**config.mk**
```make
export PLATFORM = sky130hd
export DESIGN_NAME = dawson_unit_responder
export DESIGN_NICKNAME = d
export VERILOG_FILES = /design/src/rtl/dawson_pkg.sv /design/src/rtl/dawson_operand_slot.sv /design/src/rtl/dawson_unit_responder.sv
export SDC_FILE = /design/constraint.sdc
export NUM_CORES = 1
export LEC_CHECK = 0
export ABC_AREA = 0
export CELL_PAD_IN_SITES_DETAIL_PLACEMENT = 0
export CELL_PAD_IN_SITES_GLOBAL_PLACEMENT = 1
export CORE_MARGIN = 8
export CORE_UTILIZATION = 31
export CTS_CLUSTER_DIAMETER = 100
export DETAILED_ROUTE_END_ITERATION = 12
export PLACE_DENSITY_LB_ADDON = 0.1
export SYNTH_ARGS = -nofsm -noshare
export SYNTH_HDL_FRONTEND = slang
export SYNTH_SLANG_ARGS = --single-unit
```
**constraint.sdc**
```tcl
create_clock -name clock -period 1.9 [get_ports clock]
set_clock_uncertainty 0.15 [all_clocks]
set_input_delay 0.38 -clock clock [delete_from_list [all_inputs] [get_ports clock]]
set_output_delay 0.38 -clock clock [all_outputs]
set_load 0.01 [all_outputs]
```
**src/rtl/dawson_pkg.sv**
```systemverilog
// dawson_pkg: shared state enum, default datapath width and the quiet-NaN timeout result
package dawson_pkg;
  typedef enum logic [1:0] {ST_COLLECT, ST_START, ST_COMPUTE, ST_PUT_Z} dawson_resp_state_t;
  localparam int DAWSON_WIDTH = 64;
  localparam logic [63:0] DAWSON_QNAN = 64'h7FF8_0000_0000_0000;
endpackage

```
**src/rtl/dawson_operand_slot.sv**
```systemverilog
// dawson_operand_slot: one operand channel (stb/data in, registered ack out, held flag, captured data q; clear releases)
module dawson_operand_slot
  import dawson_pkg::*;
#(
  parameter int WIDTH = DAWSON_WIDTH
) (
  input  logic             clock,
  input  logic             reset_n,
  input  logic             stb,
  input  logic [WIDTH-1:0] data,
  input  logic             clear,
  output logic             ack,
  output logic             held,
  output logic [WIDTH-1:0] q
);
  logic held_d, held_q, ack_d, ack_q;
  logic [WIDTH-1:0] data_d, data_q;
  always_comb begin
    held_d = clear ? 1'b0 : held_q | (stb & ack_q);
    data_d = (stb & ack_q) ? data : data_q;
    ack_d  = ~held_d;
  end
  always_ff @(posedge clock or negedge reset_n) begin
    if (!reset_n) begin
      held_q <= 1'b0;
      ack_q  <= 1'b0;
      data_q <= '0;
    end else begin
      held_q <= held_d;
      ack_q  <= ack_d;
      data_q <= data_d;
    end
  end
  assign ack  = ack_q;
  assign held = held_q;
  assign q    = data_q;
endmodule

```
**src/rtl/dawson_unit_responder.sv**
```systemverilog
// dawson_unit_responder: unit-side strobe/ack responder (operands a/b in, result z out, core start/done launch, sticky watchdog timeout_err)
module dawson_unit_responder
  import dawson_pkg::*;
#(
  parameter int WIDTH          = DAWSON_WIDTH,
  parameter int TIMEOUT_CYCLES = 1024
) (
  input  logic             clock,
  input  logic             reset_n,
  input  logic [WIDTH-1:0] input_a,
  input  logic             input_a_stb,
  output logic             input_a_ack,
  input  logic [WIDTH-1:0] input_b,
  input  logic             input_b_stb,
  output logic             input_b_ack,
  output logic [WIDTH-1:0] output_z,
  output logic             output_z_stb,
  input  logic             output_z_ack,
  output logic [WIDTH-1:0] core_a,
  output logic [WIDTH-1:0] core_b,
  output logic             core_start,
  input  logic             core_done,
  input  logic [WIDTH-1:0] core_result,
  output logic             timeout_err
);
  localparam int CW = $clog2(TIMEOUT_CYCLES);
  localparam logic [CW-1:0] LAST = CW'(TIMEOUT_CYCLES - 1);
  dawson_resp_state_t state_d, state_q;
  logic [CW-1:0] cnt_d, cnt_q;
  logic [WIDTH-1:0] z_d, z_q;
  logic err_d, err_q, start_d, start_q, zstb_d, zstb_q, clear, a_held, b_held;
  dawson_operand_slot #(.WIDTH(WIDTH)) u_slot_a (
    .clock(clock), .reset_n(reset_n), .stb(input_a_stb), .data(input_a),
    .clear(clear), .ack(input_a_ack), .held(a_held), .q(core_a)
  );
  dawson_operand_slot #(.WIDTH(WIDTH)) u_slot_b (
    .clock(clock), .reset_n(reset_n), .stb(input_b_stb), .data(input_b),
    .clear(clear), .ack(input_b_ack), .held(b_held), .q(core_b)
  );
  always_comb begin
    state_d = state_q;
    cnt_d   = cnt_q;
    z_d     = z_q;
    err_d   = err_q;
    case (state_q)
      ST_COLLECT: state_d = ((a_held | (input_a_stb & input_a_ack)) &
                             (b_held | (input_b_stb & input_b_ack))) ? ST_START : ST_COLLECT;
      ST_START: begin
        state_d = ST_COMPUTE;
        cnt_d   = '0;
      end
      ST_COMPUTE:
        if (core_done) begin
          z_d     = core_result;
          state_d = ST_PUT_Z;
        end else if (cnt_q == LAST) begin
          z_d     = WIDTH'(DAWSON_QNAN);
          err_d   = 1'b1;
          state_d = ST_PUT_Z;
        end else begin
          cnt_d = cnt_q + CW'(1);
        end
      ST_PUT_Z: state_d = output_z_ack ? ST_COLLECT : ST_PUT_Z;
      default: state_d = ST_COLLECT;
    endcase
    start_d = state_d == ST_START;
    zstb_d  = state_d == ST_PUT_Z;
  end
  assign clear = (state_q == ST_PUT_Z) & output_z_ack;
  always_ff @(posedge clock or negedge reset_n) begin
    if (!reset_n) begin
      state_q <= ST_COLLECT;
      cnt_q   <= '0;
      z_q     <= '0;
      err_q   <= 1'b0;
      start_q <= 1'b0;
      zstb_q  <= 1'b0;
    end else begin
      state_q <= state_d;
      cnt_q   <= cnt_d;
      z_q     <= z_d;
      err_q   <= err_d;
      start_q <= start_d;
      zstb_q  <= zstb_d;
    end
  end
  assign output_z     = z_q;
  assign output_z_stb = zstb_q;
  assign core_start   = start_q;
  assign timeout_err  = err_q;
endmodule

```
### Word level (Yosys, flattened, before mapping)

Index checks and enable logic that the tools add are counted.

| storage, ports and cells | value |
|---|---|
| output and inout port bits | 197 |
| register bits after elaboration | 211 |
| word-level logic and storage cells | 48 |

| operators by class | value |
|---|---|
| reduce and logical (&&, ||, !) cells | 6 |
| bitwise logic cells | 9 |
| equality and inequality tests | 8 |
| add/sub/neg operators | 1 |
| mux-type cells | 12 |

Operator list:

| kind | count |
|---|---|
| $mux 64 | 2 |
| $mux 10 | 2 |
| $pmux 10 s2 | 1 |
| $add 10x1->10 const B | 1 |
| $eq 10x10->1 const B | 1 |
| $pmux 2 s4 | 1 |
| $eq 2x2->1 const B | 3 |
| $mux 2 | 3 |
| $reduce_and 3->1 | 2 |
| $and 1x1->1 | 4 |
| $eq 2x1->1 const B | 2 |
| $ne 2x2->1 const B | 2 |
| $reduce_bool 2->1 | 2 |
| $mux 1 | 3 |
| $not 1->1 | 3 |
| $logic_not 2->1 | 1 |
| $or 1x1->1 | 2 |
| $reduce_and 2->1 | 1 |

### Longest topological paths before layout

| depth | value |
|---|---|
| depth after elaboration | 6 |
| depth in mapped cells | 6 |
| gate-level depth less buffers | 5 |

### Hierarchy

Synthesis repeated with hierarchy kept, for this count alone.

| unflattened totals | value |
|---|---|
| cells, all modules | 509 |
| area total of the unflattened synthesis | 8087.8 sq um |

Modules (own cells, without submodules):

| module | seq. area each (sq um) | cells an instance | instances | area an instance (sq um) |
|---|---|---|---|---|
| dawson_operand_slot | 1651.6 | 140 | 2 | 2499.9 |
| dawson_unit_responder | 1976.9 | 229 | 1 | 3088.0 |

### Least setup slack after synthesis

Ideal clock, no wire load.

| timing path | value |
|---|---|
| path kind | register to register |
| from | reg cnt_q[0] |
| to | reg cnt_q[7] |
| buffers on the path | 0 |
| setup slack | 0.108 ns |
| arrival | 1.520 ns |
| required time | 1.628 ns |
| clock period less this slack | 1.792 ns |
| cell stages (with the launch flop) | 6 |
| cells stage by stage | dfrtp_1 ha_1 nand3_1 nor3_2 or4_1 a32o_1 |

| between the ends | value |
|---|---|
| word-level cells in the longest chain between the ends | 4 |
| elaborated cells on any way between the ends | 7 |
| those cells by class | 1 x add/sub; 2 x eq/ne; 3 x mux; 1 x reduce/logical |

Ends and longest elaborated chain:

| item | RTL line | text |
|---|---|---|
| from (decl) | dawson_unit_responder.sv:29 | `logic [CW-1:0] cnt_d, cnt_q;` |
| from (signal assigned) | dawson_unit_responder.sv:80 | `cnt_q <= cnt_d;` |
| $add 10x1->10 | dawson_unit_responder.sv:61 | `cnt_d = cnt_q + CW'(1);` |
| $mux 10 | dawson_unit_responder.sv:56 | `end else if (cnt_q == LAST) begin` |
| $mux 10 | dawson_unit_responder.sv:53 | `if (core_done) begin` |
| $pmux 10 s2 | dawson_unit_responder.sv:45 | `case (state_q)` |

Parallel ways exist; a longest one is shown, timed or not. The select of a mux whose other input is x is not followed.
A chain may end at the register's enable or synchronous reset.

### Worst setup path after layout

| timing path | value |
|---|---|
| from | reg cnt_q[1] |
| to | reg cnt_q[7] |

The elaborated chain is that of the path after synthesis.

==> impl_metrics.env <==
export IMPL_clkSlewWorstSetupHoldPaths_ns=0.06
export IMPL_post_dp_cell_area_um2=12500
export IMPL_max_clock_freq_mhz=535
export IMPL_critPathCaptureType="register"
export IMPL_dieWidth_um=176
export IMPL_avgViaCountPerCell=4.65
export IMPL_hold_class="primary input to asynchronous set/reset pin"
export IMPL_fin_cells=1295
export IMPL_setup_viol=0
export IMPL_ir_worst_vdd_uv=635
export IMPL_critPathRequiredTime_ns=2.13
export IMPL_clkSinkCount=211
export IMPL_clock_latency_ns=0.50
export IMPL_drtIter0Drc=172
export IMPL_leakage_nw=5.92
export IMPL_async_flop_share_pct=100
export IMPL_yosys_area_top_type="dfrtp_1"
export IMPL_synth_ff_type="dfrtp_1"
export IMPL_synth_warnings=0
export IMPL_post_cts_buffers=0
export IMPL_cts_made_buffers=24
export IMPL_cts_root_buf="clkbuf_16"
export IMPL_cts_tree="yes"
export IMPL_relSlewSlack_pct=69.6
export IMPL_wl_per_cell_um=19.8
export IMPL_io_pins=395
export IMPL_vias=6027
export IMPL_crit_slowest_cell="dfrtp_1"
export IMPL_ys_top_cells_by_count="211 x dfrtp_1, 128 x mux2_1, 52 x a22o_1"
export IMPL_netlist_instances=523
export IMPL_rrSetupSlack_ns=0.03
export IMPL_ys_types=44
export IMPL_ys_ff_latch=211
export IMPL_worst_slack_ns=0.0321
export IMPL_fillCellCount=2228
export IMPL_place_worst_setup_slack_ns=-0.263
export IMPL_hold_viol_final=0
export IMPL_synth_most_common_cell="dfrtp_1"
export IMPL_ant_nets=0
export IMPL_drc=0
export IMPL_syn_area_um2=7950
export IMPL_worst_pin_slew_ns=0.455
export IMPL_routed_wirelength_um=25700
export IMPL_crit_buf_inv=0
export IMPL_grt_pass1_wl_um=40000
export IMPL_die_area_um2=31000
export IMPL_synth_edf_count=0
export IMPL_cts_path_max_buffers=3
export IMPL_crit_fanout=3
export IMPL_path_delay_family="simple AND/OR/NAND/NOR gates"
export IMPL_maxCapViolations=0
export IMPL_die_h_um=176
export IMPL_track_usage_pct=16.1
export IMPL_synth_top_cell_area_share_pct=66.4
export IMPL_maxSlewViolCount=0
export IMPL_gp_congestion=0.790
export IMPL_power_density_nw_per_um2=1540
export IMPL_fin_area_um2=13100
export IMPL_reg2reg_depth=4
export IMPL_start_util_pct=31.6
export IMPL_synth_nets=722
export IMPL_seq_area_frac_synth_pct=66.4
export IMPL_finalCritPeriodShare_pct=98.3
export IMPL_io_buffers=394
export IMPL_grt_max_degree=51
export IMPL_cp_cell_sequence="nand2_1, or3_4, or4_1, a32o_1"
export IMPL_grt_pass1_vias=6887
export IMPL_r2r_end="cnt_q[7]$_DFFE_PN0P_"
export IMPL_place_hpwl_um=19800
export IMPL_antenna_found_initial=0
export IMPL_core_um2=25200
export IMPL_startpoint_type="register"
export IMPL_drive_above_1_share_pct=8.50
export IMPL_status="completed"
export IMPL_setup_tns_ns=0
export IMPL_floorplan_rows=58
export IMPL_dp_cells=1250
export IMPL_r2r_start="cnt_q[1]$_DFFE_PN0P_"
export IMPL_avgSynthCellArea_um2=15.2
export IMPL_critical_path_class="register to register"
export IMPL_synthToLayoutAreaGrowth_pct=64.6
export IMPL_synth_top_cells_by_area="dfrtp_1 66%, mux2_1 18%, a22o_1 5.7%"
export IMPL_diodes=0
export IMPL_max_stage_delay_ns=0.42
export IMPL_firstDrtPassIters=4
export IMPL_arrival_ns=2.10
export IMPL_whs_ns=0.216
export IMPL_nets=1146
export IMPL_h_tree_depth=1
export IMPL_grt_ovfl_total=0
export IMPL_period_minus_slack_ns=1.87
where the power goes:
| part | switching, mW | internal (mW) |
|---|---|---|
| clock | 1.75 | 2.67 |
| sequential | 1.06 | 6.66 |
| combinational | 3.81 | 4.16 |
cell usage in the layout, fill, tap and decap left out, drive strengths merged, types with 3 or more instances in the layout:
master,instances
nor3,4
nor2b,3
mux2,128
nor3b,3
o22a,12
clkinv,6
clkdlybuf4s50,196
a21oi,5
and2,4
o22ai,6
inv,9
dlygate4sd2,197
dfrtp,211
buf,34
o21ai,5
nand2,6
and3,3
a22o,52
nor2,10
nand3,7
clkbuf,37
through the flow:
step | utilization (%) | power (mW)
after floorplan | - | 11.3
after global placement | 49.8 | 17.2
after detailed placement | 49.8 | 17.5
after CTS | 51.9 | 20.5
after global routing | 52.0 | 21.4
final | 52.0 | 20.1
sequential cells by signal, summed over array words and instances, names as in the netlist, 2 cells and up:
signal	flops
output_z	64
state_q	2
cnt_q	10
u_slot_a.q	64
u_slot_b.q	64
final cells by class:
| class | count | area (um2) | share of cell area [%] |
|---|---|---|---|
| Timing Repair Buffer | 429 | 4070 | 31.1 |
| Multi-Input combinational cell | 272 | 2530 | 19.4 |
| Clock buffer | 36 | 697 | 5.32 |
| Clock inverter | 8 | 67.6 | 0.516 |
| Sequential cell | 211 | 5280 | 40.3 |
| Inverter | 9 | 33.8 | 0.258 |
| Tap cell | 330 | 413 | 3.15 |
cell families (layout without fill, tap and decap cells):
group / count (synthesis) / in the layout / synth area share (%)
flip-flops: 211 / 211 / 66.4
AND/OR/NAND/NOR: 50 / 50 / 3.59
adder cells (fa/ha/maj): 1 / 1 / 0.157
buffers and inverters: 40 / 482 / 2.23
multiplexers: 128 / 128 / 18.1
AO/OA/AOI/OAI: 93 / 93 / 9.52
routing by layer:
layer | share of wire, % | routed length, um | up-vias | global-route usage, %
met5 | 0 | 0 | - | 0
met1 | 36 | 9220 | 2996 | 17.3
met2 | 53 | 13500 | 236 | 29.4
li1 | - | - | 2760 | -
met4 | 1.8 | 459 | 0 | 4.20
met3 | 9.7 | 2490 | 35 | 5.87
what timing repair did:
action                                 CTS  global route
endpoints found under the hold margin   35             0
setup endpoints to repair              254            58
hold buffers                             1             0
pin swaps                                0             1
gates resized for setup                200             3
worst max path at each step:
stage | from | cells past startpoint | end
after CTS | cnt_q[0]$_DFFE_PN0P_ | 5 | cnt_q[7]$_DFFE_PN0P_
final | cnt_q[1]$_DFFE_PN0P_ | 4 | cnt_q[7]$_DFFE_PN0P_
after global routing | cnt_q[1]$_DFFE_PN0P_ | 4 | cnt_q[7]$_DFFE_PN0P_
after detailed placement | core_done | 4 | cnt_q[7]$_DFFE_PN0P_
after floorplan | cnt_q[0]$_DFFE_PN0P_ | 5 | cnt_q[7]$_DFFE_PN0P_
after global placement | core_done | 4 | cnt_q[7]$_DFFE_PN0P_
Note: power is estimated with default switching activity, not from simulation.
